$ cat src/rtl/display_pkg.sv
// Shared display-path types: controller state encoding, screen selector
// values, the RGB888 pixel type and a per-channel brightness scaler.
package display_pkg;

    typedef enum logic [1:0] {
        START = 2'd0,
        HOVER = 2'd1,
        FADE  = 2'd2,
        GAME  = 2'd3
    } ctrl_state_t;

    localparam logic SCREEN_TITLE = 1'b0;
    localparam logic SCREEN_GAME  = 1'b1;

    typedef logic [23:0] rgb_t;

    // Scale one 8-bit channel by level/256. Full level (8'hFF) is treated as
    // exact unity so an undimmed picture passes through bit-identical.
    function automatic logic [7:0] dim_channel(input logic [7:0] ch,
                                               input logic [7:0] level);
        logic [15:0] prod;
        prod = ch * level;
        if (level == 8'hFF) begin
            return ch;
        end
        return prod[15:8];
    endfunction

endpackage

$ cat src/rtl/pixel_dimmer.sv
// Registered RGB888 dimmer: each channel is multiplied by a common 8-bit
// brightness level. One cycle of latency, every cycle, no enable.
module pixel_dimmer
    import display_pkg::*;
(
    input  logic       clk_in,
    input  logic       rst_in,
    input  rgb_t       pixel_in,
    input  logic [7:0] level_in,
    output rgb_t       pixel_out
);

    rgb_t pixel_d;
    rgb_t pixel_q;

    // Three independent 8x8 channel multiplies on the incoming pixel.
    always_comb begin
        pixel_d        = '0;
        pixel_d[23:16] = dim_channel(pixel_in[23:16], level_in);
        pixel_d[15:8]  = dim_channel(pixel_in[15:8],  level_in);
        pixel_d[7:0]   = dim_channel(pixel_in[7:0],   level_in);
    end

    // Output register; cleared to black on reset.
    always_ff @(posedge clk_in) begin
        if (rst_in) begin
            pixel_q <= '0;
        end else begin
            pixel_q <= pixel_d;
        end
    end

    assign pixel_out = pixel_q;

endmodule

$ cat src/rtl/start_screen_ctrl.sv
// Title-screen sequencer. Once per frame it checks whether the tracked
// pointer sits on the play button; a long enough dwell commits to a timed
// fade-to-black of the title picture, after which it hands over to the game
// screen until the game logic reports game over.
//
// Handshake note: there is no valid/ready flow here. frame_tick_in is a
// qualifier pulse: pointer inputs are sampled only on cycles where it is 1,
// and every such cycle is a separate frame. start_game_out is a one-cycle
// strobe with no acknowledge.
module start_screen_ctrl
    import display_pkg::*;
#(
    parameter int unsigned BTN_X       = 380,
    parameter int unsigned BTN_Y       = 500,
    parameter int unsigned BTN_W       = 200,
    parameter int unsigned BTN_H       = 100,
    parameter int unsigned HOLD_FRAMES = 30,
    parameter int unsigned FADE_LOG2   = 4
) (
    input  logic        clk_in,
    input  logic        rst_in,
    input  logic        frame_tick_in,
    input  logic [10:0] pointer_x_in,
    input  logic [9:0]  pointer_y_in,
    input  logic        pointer_valid_in,
    input  logic        game_over_in,
    input  rgb_t        pixel_in,
    output rgb_t        pixel_out,
    output logic        screen_sel_out,
    output logic        hover_out,
    output logic [7:0]  progress_out,
    output logic [7:0]  fade_level_out,
    output logic        start_game_out
);

    // Button bounds widened to 12 bits so edge+size can never wrap.
    localparam logic [11:0] X_LO = 12'(BTN_X);
    localparam logic [11:0] X_HI = 12'(BTN_X + BTN_W);
    localparam logic [11:0] Y_LO = 12'(BTN_Y);
    localparam logic [11:0] Y_HI = 12'(BTN_Y + BTN_H);

    localparam logic [8:0] HOLD_TARGET = 9'(HOLD_FRAMES);
    localparam logic [7:0] FADE_LAST   = 8'((1 << FADE_LOG2) - 1);
    localparam int unsigned FADE_SHIFT = 8 - FADE_LOG2;

    ctrl_state_t state_q, state_d;
    logic [7:0]  hold_q, hold_d;
    logic [7:0]  fade_q, fade_d;

    logic        hover_q, hover_d;
    logic        sel_q, sel_d;
    logic [7:0]  progress_q, progress_d;
    logic [7:0]  level_q, level_d;
    logic        start_q, start_d;

    logic [11:0] px;
    logic [11:0] py;
    logic        hit;
    logic [8:0]  hold_inc;

    assign px       = {1'b0, pointer_x_in};
    assign py       = {2'b0, pointer_y_in};
    assign hold_inc = {1'b0, hold_q} + 9'd1;

    // Pointer-on-button test; only meaningful on frame tick cycles.
    always_comb begin
        hit = pointer_valid_in
            & (px >= X_LO) & (px < X_HI)
            & (py >= Y_LO) & (py < Y_HI);
    end

    // Next-state and next-output computation for the sequencer.
    always_comb begin
        state_d = state_q;
        hold_d  = hold_q;
        fade_d  = fade_q;
        start_d = 1'b0;

        unique case (state_q)
            START: begin
                if (frame_tick_in) begin
                    if (hit) begin
                        if (HOLD_TARGET == 9'd1) begin
                            state_d = FADE;
                            hold_d  = 8'd0;
                            fade_d  = 8'd0;
                        end else begin
                            state_d = HOVER;
                            hold_d  = 8'd1;
                        end
                    end else begin
                        hold_d = 8'd0;
                    end
                end
            end
            HOVER: begin
                if (frame_tick_in) begin
                    if (!hit) begin
                        state_d = START;
                        hold_d  = 8'd0;
                    end else if (hold_inc == HOLD_TARGET) begin
                        state_d = FADE;
                        hold_d  = 8'd0;
                        fade_d  = 8'd0;
                    end else begin
                        hold_d = hold_inc[7:0];
                    end
                end
            end
            FADE: begin
                // Committed: the pointer no longer matters.
                if (frame_tick_in) begin
                    if (fade_q == FADE_LAST) begin
                        state_d = GAME;
                        fade_d  = 8'd0;
                        start_d = 1'b1;
                    end else begin
                        fade_d = fade_q + 8'd1;
                    end
                end
            end
            GAME: begin
                // game_over_in takes priority over anything else this cycle.
                if (game_over_in) begin
                    state_d = START;
                    hold_d  = 8'd0;
                    fade_d  = 8'd0;
                end
            end
            default: begin
                state_d = START;
                hold_d  = 8'd0;
                fade_d  = 8'd0;
            end
        endcase

        hover_d    = (state_d == HOVER);
        sel_d      = (state_d == GAME) ? SCREEN_GAME : SCREEN_TITLE;
        progress_d = (state_d == HOVER) ? hold_d : 8'd0;
        level_d    = (state_d == FADE) ? (8'hFF - (fade_d << FADE_SHIFT)) : 8'hFF;
    end

    // Sequencer state, counters and registered outputs.
    always_ff @(posedge clk_in) begin
        if (rst_in) begin
            state_q    <= START;
            hold_q     <= 8'd0;
            fade_q     <= 8'd0;
            hover_q    <= 1'b0;
            sel_q      <= SCREEN_TITLE;
            progress_q <= 8'd0;
            level_q    <= 8'hFF;
            start_q    <= 1'b0;
        end else begin
            state_q    <= state_d;
            hold_q     <= hold_d;
            fade_q     <= fade_d;
            hover_q    <= hover_d;
            sel_q      <= sel_d;
            progress_q <= progress_d;
            level_q    <= level_d;
            start_q    <= start_d;
        end
    end

    // The registered fade level drives the dimmer, so pixel_out reflects the
    // level shown on fade_level_out in the previous cycle.
    pixel_dimmer u_dimmer (
        .clk_in    (clk_in),
        .rst_in    (rst_in),
        .pixel_in  (pixel_in),
        .level_in  (level_q),
        .pixel_out (pixel_out)
    );

    assign hover_out      = hover_q;
    assign screen_sel_out = sel_q;
    assign progress_out   = progress_q;
    assign fade_level_out = level_q;
    assign start_game_out = start_q;

endmodule

$ cat config.mk
export PLATFORM = sky130hd
export DESIGN_NAME = start_screen_ctrl
export DESIGN_NICKNAME = d
export VERILOG_FILES = /design/src/rtl/display_pkg.sv /design/src/rtl/pixel_dimmer.sv /design/src/rtl/start_screen_ctrl.sv
export SDC_FILE = /design/constraint.sdc
export NUM_CORES = 1
export LEC_CHECK = 0
export ABC_CLOCK_PERIOD_IN_PS = 13840
export CORE_MARGIN = 4
export CORE_UTILIZATION = 39
export CTS_CLUSTER_DIAMETER = 60
export DETAILED_ROUTE_END_ITERATION = 10
export GPL_TIMING_DRIVEN = 0
export HOLD_SLACK_MARGIN = 0.02
export PLACE_DENSITY_LB_ADDON = 0.3
export SYNTH_ARGS = -nofsm -noshare
export SYNTH_HDL_FRONTEND = slang
export SYNTH_SLANG_ARGS = --single-unit
$ cat constraint.sdc
create_clock -name clk_in -period 13.84 [get_ports clk_in]
set_clock_uncertainty 0.1 [all_clocks]
set_input_delay 2.076 -clock clk_in [delete_from_list [all_inputs] [get_ports clk_in]]
set_output_delay 2.076 -clock clk_in [all_outputs]
set_load 0.01 [all_outputs]
==> metrics.md, run 1 <==
| Metric | Value |
|---|---|
| Critical path's largest stage delay | 0.68 ns |
| Largest net degree at the start of global routing | 14 |
| Reg-to-reg setup timing slack | 8.17 ns |
| Pre-CTS setup slack | 6.36 ns |
| Max Slew Vio Count | 0 |
| Syn Inst Count | 886 |
| RSZ-0062 raised after global routing | no |
| Slowest cell on the critical path | clkdlybuf4s50_1 |
| DR iter-0 viols | 282 |
| Buffers & Inverters on Critical Path | 5 |
| Initial antenna violation count | 1 |
| Worst setup margin | 6.79 ns |
| PostCTS Resize Cnt | 0 |
| Syn_area_per_cell | 8.74 µm² |
| Final TNS setup | 0 ns |
| Clock Sink Count | 57 |
| VDD IR max | 77.7 µV |
| H-tree Lvls | 3 |
| Crit share post-route | 50.9% |
| Static Leak | 4.43 nW |
| Async set-or-reset flop fraction in the synthesized netlist | 0% |
| Vias in the first global route | 6420 |
| IO buf count | 84 |
| Critical setup path kind | input pin to register |
| Total CTS buffers | 9 |
| WL final | 18700 µm |
| Commonest cells after routing, fill and taps aside | inv_1 (182), fa_1 (105), ha_1 (102) |
| Post-Syn Area | 7740 µm² |
| Slew Limit Headroom | 53.6% |
| # Post-CTS Setup Buffers | 0 |
| Sequential share of power | 14.6% |
| Die Y | 149 µm |
| DP HPWL | 15000 µm |
| Overflow after GRT | 0 |
| Pwr Total | 0.00116 W |
| Pwr Density | 125 nW/µm² |
| Status | finished clean |
| Logic pwr share | 65.0% |
| Top cells by area, synth | fa_1 (27%), ha_1 (16%), dfxtp_1 (15%) |
| Ports | 93 |
| Post-synthesis cell type count | 65 |
| First-pass GRT wire length | 31700 µm |
| Worst EP required | 13.92 ns |
| DRC violations left | 0 |
| Post-cts hold buffer count | 0 |
| Max Clk Rate | 142 MHz |
| Starting Density | 39.7% |
| Net load switching power | 0.000510 W |
| Layout overhead on the synthesized area | 19.3% |
| Setup violators final | 0 |
| Tot GR Track Use | 18.0% |
| Clock Pin Slew Worst Setup and Hold Paths | 0.06 ns |
| Width of the die | 149 µm |
| Synth Warn # | 0 |
| Most common cell after layout, fill and taps aside | inv_1 |
| First-pass DRT Iterations | 5 |
| Hold WC Path Type | register to register |
| CP Capture Type | register |
| CTS tree | built |
| Clock power frac | 20.3% |
| Minimum clock period | 7.05 ns |
| # Max-Cap Violations | 0 |
| Fraction of layout cells with a size suffix above 1 | 2.83% |
| Switching Share | 44.1% |
| Cell family with most CP delay | adder cells |
| N_diodes | 0 |
| Cell taking the most area after synthesis | fa_1 |
| Synth Flop Type | dfxtp_1 |
| Skew-Pair Late Insertion Delay | 0.34 ns |
| EDFF count, synth | 0 |
| Routed wire per std cell | 14.9 µm |
| Gp weighted congestion | 0.873 |
| Arrival time at the worst endpoint | 7.13 ns |
| Die Area | 22200 µm² |
| Max FO, Critical Path | 7 |
| Flops & latches, synth | 57 |
| Least-Margin Pin Slew | 0.695 ns |
| Detail Route Antenna Nets | 0 |
| Nets | 1241 |
| Fin. Hold Viols | 0 |
| Critical path cell sequence | clkdlybuf4s50_1 -> inv_1 -> fa_1 -> inv_1 -> fa_1 -> fa_1 -> inv_1 -> fa_1 -> inv_1 -> ha_1 -> nand2_1 -> a211o_1 -> a31oi_1 -> a31oi_1 -> or4_1 -> o311ai_0 |
| Register area share after synthesis | 14.7% |
| Startpoint Class | input pin |
| Pint | 0.000647 W |
| Vias | 6287 |
| Clk buf depth | 2 |
| Root Buffer | clkbuf_16 |
| Core area | 19500 µm² |
| Vias per Instance | 5.01 |
| Row cnt | 51 |
| Top-area cell type share of the netlist area | 27.1% |
## synth_stat cells (7+ instances only)
library cell    n
and2_1         64
o21ai_0        27
nand3_1        21
nor2b_1         9
a211oi_1        9
a21oi_1        30
a21o_1          7
dfxtp_1        57
or3_1          11
ha_1          102
fa_1          105
nor3_1         18
inv_1         182
xor2_1          7
nor2_1         32
nor4_1         11
clkbuf_1       20
nand2b_1       10
nand2_1        69
xnor2_1         8
## stage by stage
stage	util [%]	hold WS (ns)	cell area (µm²)	std cells
after floorplan	-	0.362	7750	889
after global placement	45.7	0.380	8930	1238
after detailed placement	45.7	0.393	8930	1238
after CTS	47.3	0.401	9240	1254
after global routing	47.3	0.452	9240	1254
final	47.3	0.393	9240	1254
## final timing paths
kind                      from                endpoint  cells after the start
min reg2reg          fade_q[6]               fade_q[6]                      2
max               pixel_in[13]  u_dimmer.pixel_out[14]                     16
min                  fade_q[6]               fade_q[6]                      2
max reg2reg  fade_level_out[4]  u_dimmer.pixel_out[14]                     16
## final cells by class
type	count	area, µm²
Clock inverter	7	82.6
Timing Repair Buffer	84	841
Sequential cell	57	1140
Buffer	26	114
Clock buffer	9	225
Fill cell	1902	10300
Tap cell	265	332
Multi-Input combinational cell	624	5820
Inverter	182	683
## tightest hold or removal path: stages, from the launching register on
cell and delay [ns]:
dfxtp_1 0.32, o21ai_0 0.07, a21oi_1 0.06
## power by group through the flow
stage          combinational [W]  sequential [W]  clock (W)
4_1_cts                 0.000757        0.000169   0.000242
2_1_floorplan           0.000586        0.000174          0
3_5_place_dp            0.000751        0.000173          0
3_3_place_gp            0.000735        0.000173          0
5_1_grt                 0.000875        0.000169   0.000248
6_report                0.000752        0.000169   0.000235
## flip-flops by register name (all words and copies together), names as in the netlist
name                count
start_game_out          1
fade_q                  8
screen_sel_out          1
hover_out               1
state_q                 2
fade_level_out          4
hold_q                  8
progress_out            8
u_dimmer.pixel_out     24
## cells by family (layout without fill, tap and decap cells)
logic type,after synthesis,in the layout,synth area share [%]
AOI/OAI and AO/OA,124,124,10.7
xor gates and xnor gates,15,15,1.70
adders and majority gates,207,207,43.6
buffers and inverters,208,308,10.3
DFF,57,57,14.7
muxes,1,1,0.129
other,1,4,0.0484
and+or+nand+nor,273,273,18.8
## per-layer routing
layer | global-route usage (%) | wire [µm] | vias up
li1 | - | - | 3062
met1 | 23.4 | 8310 | 3014
met2 | 29.4 | 8790 | 180
met3 | 4.86 | 1280 | 29
met4 | 5.13 | 315 | 2
met5 | 0 | 13 | -
No activity file was read; power rests on OpenSTA's default activity.
==> inputs of run 2 (changes only) <==
--- a/config.mk
+++ b/config.mk
@@ -5,7 +5,7 @@
 export SDC_FILE = /design/constraint.sdc
 export NUM_CORES = 1
 export LEC_CHECK = 0
-export ABC_CLOCK_PERIOD_IN_PS = 13840
+export ABC_CLOCK_PERIOD_IN_PS = 6450
 export CORE_MARGIN = 4
 export CORE_UTILIZATION = 39
 export CTS_CLUSTER_DIAMETER = 60
==> constraint.sdc (replaced) <==
create_clock -name clk_in -period 6.45 [get_ports clk_in]
set_clock_uncertainty 0.1 [all_clocks]
set_input_delay 0.9675 -clock clk_in [delete_from_list [all_inputs] [get_ports clk_in]]
set_output_delay 0.9675 -clock clk_in [all_outputs]
set_load 0.01 [all_outputs]
==> results of run 2 <==
The final DEF is identical to that of run 1. Status: finished clean.
Main changes from that run: setup slack after placement 6.36 ns -> 0.0798 ns; setup slack after layout 6.79 ns -> 0.511 ns; register-to-register setup slack 8.17 ns -> 0.78 ns; total power 0.00116 W -> 0.00248 W; worst IR drop on VDD 77.7 µV -> 167 µV
